`config.mk`:
```
export PLATFORM = sky130hd
export DESIGN_NAME = vc_buffer
export DESIGN_NICKNAME = d
export VERILOG_FILES = /design/src/rtl/vc_buffer.sv
export SDC_FILE = /design/constraint.sdc
export NUM_CORES = 2
export LEC_CHECK = 0
export CAP_MARGIN = 40
export CORE_UTILIZATION = 45
export CTS_CLUSTER_SIZE = 8
export DETAILED_ROUTE_END_ITERATION = 8
export PLACE_DENSITY_LB_ADDON = 0.2
export SLEW_MARGIN = 40
export SYNTH_ARGS = -nofsm -noshare
export SYNTH_HDL_FRONTEND = slang
export SYNTH_SLANG_ARGS = --single-unit
```
`constraint.sdc`:
```
create_clock -name clk -period 12.4 [get_ports clk]
set_clock_uncertainty 0.1 [all_clocks]
set_input_delay 3.72 -clock clk [delete_from_list [all_inputs] [get_ports clk]]
set_output_delay 3.72 -clock clk [all_outputs]
set_load 0.01 [all_outputs]
```
`src/rtl/vc_buffer.sv`:
```
// Multi-VC input buffer: NUM_VC independent show-ahead queues of DEPTH entries
// sharing one storage array, with per-VC occupancy, credit and sticky error flags.
module vc_buffer #(
    parameter int DEPTH     = 8,
    parameter int WIDTH     = 64,
    parameter int NUM_VC    = 4,
    parameter int AF_THRESH = DEPTH - 2,
    localparam int VCW      = (NUM_VC > 1) ? $clog2(NUM_VC) : 1,
    localparam int CW       = $clog2(DEPTH + 1)
) (
    input  logic                 clk,
    input  logic                 rst,
    input  logic [WIDTH-1:0]     in,
    input  logic [VCW-1:0]       in_vc,
    input  logic                 produce,
    input  logic [VCW-1:0]       out_vc,
    input  logic                 consume,
    output logic [WIDTH-1:0]     out,
    output logic [NUM_VC-1:0]    empty,
    output logic [NUM_VC-1:0]    full,
    output logic [NUM_VC-1:0]    almost_full,
    output logic [NUM_VC*CW-1:0] usedw,
    output logic                 overflow,
    output logic                 underflow
);

    localparam int PW = $clog2(DEPTH);
    localparam int AW = (NUM_VC * DEPTH > 1) ? $clog2(NUM_VC * DEPTH) : 1;
    localparam logic [VCW:0] VC_LIMIT = (VCW + 1)'(NUM_VC);

    logic [WIDTH-1:0] mem   [NUM_VC*DEPTH];
    logic [PW-1:0]    head  [NUM_VC];
    logic [PW-1:0]    tail  [NUM_VC];
    logic [CW-1:0]    count [NUM_VC];

    logic             wr_range;
    logic             rd_range;
    logic [VCW-1:0]   wr_vc;
    logic [VCW-1:0]   rd_vc;
    logic             wr_ok;
    logic             rd_ok;
    logic [AW-1:0]    wr_addr;
    logic [AW-1:0]    rd_addr;
    logic [NUM_VC-1:0] wr_hit;
    logic [NUM_VC-1:0] rd_hit;

    function automatic logic [PW-1:0] bump(input logic [PW-1:0] p);
        return (p == PW'(DEPTH - 1)) ? '0 : p + PW'(1);
    endfunction

    // Status is a pure function of the registered counts, so flags only move at edges.
    always_comb begin
        empty       = '0;
        full        = '0;
        almost_full = '0;
        usedw       = '0;
        for (int v = 0; v < NUM_VC; v++) begin
            empty[v]           = (count[v] == '0);
            full[v]            = (count[v] == CW'(DEPTH));
            almost_full[v]     = (count[v] >= CW'(AF_THRESH));
            usedw[v*CW +: CW]  = count[v];
        end
    end

    // produce/consume are requests with no back-pressure: a request is accepted
    // when the addressed VC is in range and has room (write) or data (pop), judged
    // on pre-edge state; a refused request is dropped and sets its sticky flag.
    always_comb begin
        wr_range = ({1'b0, in_vc} < VC_LIMIT);
        rd_range = ({1'b0, out_vc} < VC_LIMIT);
        wr_vc    = wr_range ? in_vc : '0;
        rd_vc    = rd_range ? out_vc : '0;
        wr_ok    = produce && wr_range && !full[wr_vc];
        rd_ok    = consume && rd_range && !empty[rd_vc];
        wr_addr  = AW'(wr_vc) * AW'(DEPTH) + AW'(tail[wr_vc]);
        rd_addr  = AW'(rd_vc) * AW'(DEPTH) + AW'(head[rd_vc]);
        wr_hit   = '0;
        rd_hit   = '0;
        for (int v = 0; v < NUM_VC; v++) begin
            wr_hit[v] = wr_ok && (wr_vc == VCW'(v));
            rd_hit[v] = rd_ok && (rd_vc == VCW'(v));
        end
    end

    always_comb begin
        out = '0;
        if (rd_range && !empty[rd_vc]) begin
            out = mem[rd_addr];
        end
    end

    always_ff @(posedge clk) begin
        if (rst) begin
            for (int v = 0; v < NUM_VC; v++) begin
                head[v]  <= '0;
                tail[v]  <= '0;
                count[v] <= '0;
            end
            overflow  <= 1'b0;
            underflow <= 1'b0;
        end else begin
            for (int v = 0; v < NUM_VC; v++) begin
                if (wr_hit[v]) begin
                    tail[v] <= bump(tail[v]);
                end
                if (rd_hit[v]) begin
                    head[v] <= bump(head[v]);
                end
                // A simultaneous accepted write and pop on one VC leaves its count unchanged.
                if (wr_hit[v] && !rd_hit[v]) begin
                    count[v] <= count[v] + CW'(1);
                end else if (rd_hit[v] && !wr_hit[v]) begin
                    count[v] <= count[v] - CW'(1);
                end
            end
            if (produce && !wr_ok) begin
                overflow <= 1'b1;
            end
            if (consume && !rd_ok) begin
                underflow <= 1'b1;
            end
        end
    end

    // Storage carries no reset; stale words are never visible because out is gated by count.
    always_ff @(posedge clk) begin
        if (!rst && wr_ok) begin
            mem[wr_addr] <= in;
        end
    end

endmodule

```
# == After elaboration in Yosys (flattened, before gate mapping) ==
# Memories as Yosys holds them, arrays and structs flattened.
# Index checks and enable logic that the tools add are counted.
# W data, S select, Z words.
# totals
ff_bits,2
ramBits,2088
input_bits,72
n_memories,4
# op_classes
add_sub_neg,18
magnitude_cmp,6
eq_ne,18
mux,85
bitwise_logic,16
n_reduce_logical,40
# mem_list
memory,depth,word_bits,read_ports,rd_ports_with_merged_regs,write_ports,line_no,text
mem,32,64,1,0,1,31,logic [WIDTH-1:0] mem [NUM_VC*DEPTH];
count,4,4,4,0,4,34,logic [CW-1:0] count [NUM_VC];
head,4,3,5,0,4,32,logic [PW-1:0] head [NUM_VC];
tail,4,3,5,0,4,33,logic [PW-1:0] tail [NUM_VC];
# op_table
op,count
$mux W64,1
$mux W1,58
$mux W3,16
$mux W4,8
$add A3 B1 Y3 const B,8
$eq A3 B3 Y1 const B,8
$logic_and A1 B1 Y1,21
$add A4 B1 Y4 const B,4
$eq A4 B4 Y1 const B,4
$ge A4 B3 Y1 const B,4
$logic_not A4 Y1,4
$or A1 B1 Y1,16
$sub A4 B1 Y4 const B,4
$logic_not A1 Y1,13
$add A5 B3 Y5,2
$eq A2 B2 Y1 const B,4
$lt A2 B3 Y1 const B,2
$bmux W1 S2,2
$eq A2 B1 Y1 const B,2
$logic_not A2 Y1,2

# == Longest topological paths before layout ==
# An unclocked memory read counts as a cell.
# logic_depth
depth_word,14
mapped_depth,14
mapped_depth_nobuf,14

# == Worst setup path before layout ==
# No wires, ideal clock.
# synth_path
kind,input port to flip-flop
startpoint,in in_vc[1]
endpoint,"mem mem[18][0], enable pin"
arrival_time_ps,9689
setup_slack_ps,2047
cell_stages,7
path_cell_list,buf_2 -> and2_1 -> and3_1 -> or4_1 -> or3b_1 -> clkbuf_1 -> nor3_1
# synth_via
elab_chain_len,7
elab_cells_between_ends,9
cone_classes,1 x add/sub; 4 x mux; 3 x reduce/logical; 1 x memory
# synth_rtl
element,line_no,text
start: declaration,14,"input logic [VCW-1:0] in_vc,"
"parallel branches: the longest is 7 deep, another holds $add A5 B3 Y5",--,
end: declaration,31,
# Several ways; the timed one is not identified. The select of a mux whose other input is x is not followed.

# == Worst setup path in the final report ==
# layout_path
startpoint,in out_vc[1]
endpoint,out out[47]
# layout_via
elab_chain_len,4
elab_cells_between_ends,6
cone_classes,1 x add/sub; 3 x mux; 2 x memory
# layout_rtl
element,line_no,text
start: declaration,16,"input logic [VCW-1:0] out_vc,"
$mem_v2 Z4 W3,--,
$add A5 B3 Y5,76,rd_addr = AW'(rd_vc) * AW'(DEPTH) + AW'(head[rd_vc]);
$mem_v2 Z32 W64,--,
$mux W64 *,87,if (rd_range && !empty[rd_vc]) begin
end: declaration,18,"output logic [WIDTH-1:0] out,"
# Mark *: on every way between the ends. The rest lies on a longest branch, timed or not. The select of a mux whose other input is x is not followed.

==> results.yml <==
run_status:
  run_status: "finished clean"
worst_setup_path:
  critPathKind: "primary input to primary output"
  cp.required_ns: 8.58
  crit_fanout: 54
  crit_path_end_kind: "primary output"
  r2r_start: "count[3][1]$_DFFE_PP_"
  path_delay_family: "buffers and inverters"
  arrival_ns: 8.19
  cp_cell_sequence: "clkdlybuf4s50_1, mux2_8, mux2i_4, buf_12, buf_12, a211oi_1, a311oi_1, nor3_1, nor4_1, clkdlybuf4s50_1"
  start_kind: "primary input"
  cp_num_buf_inv: 4
  crit_start: "out_vc[1]"
  cp_slowest_cell: "clkdlybuf4s50_1"
  cpPeakStageDelay_ns: 0.83
power_and_ir_drop:
  total_power_mw: 16.6
  leakage_nw: 31.8
  swShare: 0.226
  pwr-share-comb: 0.089
  p_sw_mw: 3.75
  p_clk_frac: 0.438
  p_int_mw: 12.9
  ir_worst_vdd_v: 0.000117
  power_density_nw_per_um2: 171
  pwr-share-seq: 0.473
cells_and_area:
  final_cell_mix: "2088 x edfxtp_1, 1130 x nand2_1, 320 x clkbuf_16, 253 x a31oi_1, 220 x mux2i_1"
  layout.cells.non_filler: 8254
  area_growth_pct: 16.5
  final_core_util: 0.529
  drive_above_1_share: 0.148
  n_fill_cell: 14789
  final_common_cell: "edfxtp_1"
  fin_nets: 5859
sta:
  worstMarginPinSlew_ns: 0.895
  grt_setup_unrepaired: "false"
  slew_violations: 0
  fin_crit_sh: 0.969
  setup_viol: 0
  setup_tns_ns: 0
  hold_viol: 0
  slew_headroom: 0.398
  fmax_mhz: 83.2
  period_minus_slack_ns: 12.01
worst_hold_path:
  hold_start: "underflow$_SDFFE_PP0P_"
  hp-class: "flop to flop"
synthesis:
  synth_edf_count: 2088
  synth_cell_types: 66
  ys_seq_area_frac: 0.753
  syn-instance-count: 5445
  syn_nets: 5545
  synth-seq-cells: 2090
  ys_warn_count: 0
  ys_async_sr_fraction: 0
  synth_area_per_cell_sq_um: 15.3
  synthesis.area_sq_um: 83300
  ys.flop_type: "edfxtp_1"
global_routing:
  grt_pass1_vias: 49328
  grtUsageMet1: 0.350
  grt_overflow: 0
  met2_usage: 0.417
  grt_max_degree: 101
  met3_usage: 0.0440
  grt_util_all_layers: 0.255
  antenna_found_initial: 16
  grt_pass1_wl_um: 345000
  top_usage_layer: "met2"
place:
  port_buffers: 165
  place_congestion: 0.770
  hpwl_um: 120000
  placed_cells: 7909
clock_network:
  cts-root-buf: "clkbuf_16"
  cts_tree: "built"
  cts_buffer_depth: 4
  cts-hold-fix-buffers: 0
  post-cts-setup-buffer-count: 0
  numCtsBuffers: 311
  cts.clk_slew.worst_paths_ns: 0.05
  cts_htree_levels: 5
  cts_resized: 0
  cts_sinks: 2090
  insertion_delay_ns: 0.89
route:
  routed_wl_um: 239000
  drt.antenna.violating_nets: 0
  route.detailed.drc: 0
  num_vias: 50445
  drtPass1Iterations: 5
  vias_per_cell: 6.11
  first_iter_violations: 5049
  wire_per_inst_um: 29.0
die:
  start_util: 0.454
  dieArea_sq_um: 187000
  die_w_um: 432
  dieHeight_um: 432
  core_area_sq_um: 183000
  pin_count: 166
  rows: 157
job:
  maxCapViolations: 0
==> power by group through the flow <==
stage                     registers (mW)  logic, mW  clock network (mW)
after detailed placement            7.99       1.48                   0
final                               7.86       1.48                7.28
after CTS                           7.86       1.48                7.38
after floorplan                     7.99      0.813                   0
after global routing                7.86       1.58                7.64
after global placement              7.99       1.47                   0
==> cells in the mapped netlist (4+ instances only) <==
cell type,number,area [sq um]
nor2_1,55,206
a31oi_1,253,1580
mux2i_1,221,2210
or3_1,6,37.5
nor4_1,73,457
xor2_1,4,35.0
mux4_2,69,1550
a21o_1,8,60.1
and2_0,58,363
a311oi_1,145,1270
nor2b_1,48,300
buf_6,10,113
buf_4,39,293
buf_2,122,611
o21a_1,42,315
nand2b_1,8,50.1
xnor2_1,5,43.8
clkbuf_1,199,747
o21ai_0,24,120
mux2_2,25,282
inv_1,18,67.6
a21oi_1,52,260
o221ai_1,63,552
nand2_1,1132,4250
a31o_2,101,885
and2_1,84,526
buf_1,8,30.0
a211oi_1,190,1430
nand3_1,50,250
edfxtp_1,2088,62700
nor3_1,144,721
or4_1,4,30.0
ha_1,25,313
and3_1,25,156
or2_2,5,31.3
==> area by class of cell <==
class	count	area (sq um)	share of cell area
clock inverter	7	63.8	0.000658
inverter	18	67.6	0.000696
sequential	2090	62700	0.647
clock buffer	329	8040	0.0829
tap	2464	3080	0.0318
multi-input combinational	2959	19100	0.196
antenna	8	20.0	0.000206
timing repair buffer	379	3960	0.0408
==> metal layers <==
metal	wire length [um]	part of all wire
met2	116000	0.48
met1	99000	0.41
met4	6670	0.028
met3	18000	0.075
met5	55	0.00023
==> cells by family after synthesis <==
logic type / share of synthesized area
flip-flops: 0.753
XOR/XNOR: 0.000946
adder cells (fa/ha/maj): 0.00448
multiplexers: 0.0495
AO/OA/AOI/OAI: 0.0796
buffers and inverters: 0.0223
AND/OR/NAND/NOR: 0.0900
==> final timing paths <==
| kind | depth (start not counted) | end | slack [ns] |
|---|---|---|---|
| max | 10 | out[47] | 0.39 |
| min | 2 | underflow$_SDFFE_PP0P_ | 0.37 |
| max reg2reg | 9 | mem[4][46]$_DFFE_PP_ | 7.06 |
| min reg2reg | 2 | underflow$_SDFFE_PP0P_ | 0.37 |
==> worst reg2reg max path, delay by kind of cell, from the launching register on <==
family,cells,cell delay (ns)
fa+ha+maj,1,0.23
buf+inv,3,1.32
flops,1,0.57
simple gates,5,2.70
==> sequential cells by signal (all words and copies together) (netlist names) <==
signal,cells
underflow,1
mem,2048
tail,12
count,16
overflow,1
head,12
==> metrics by stage <==
stage          hold slack [ns]  setup WS, ns  area [sq um]
2_1_floorplan            0.402          2.05         83300
3_3_place_gp             0.352         0.127         89000
3_5_place_dp             0.363         0.359         88900
4_1_cts                  0.375         0.341         97000
5_1_grt                  0.407         0.326         97000
6_report                 0.371         0.386         97000
No activity file was read; power rests on OpenSTA's default activity.
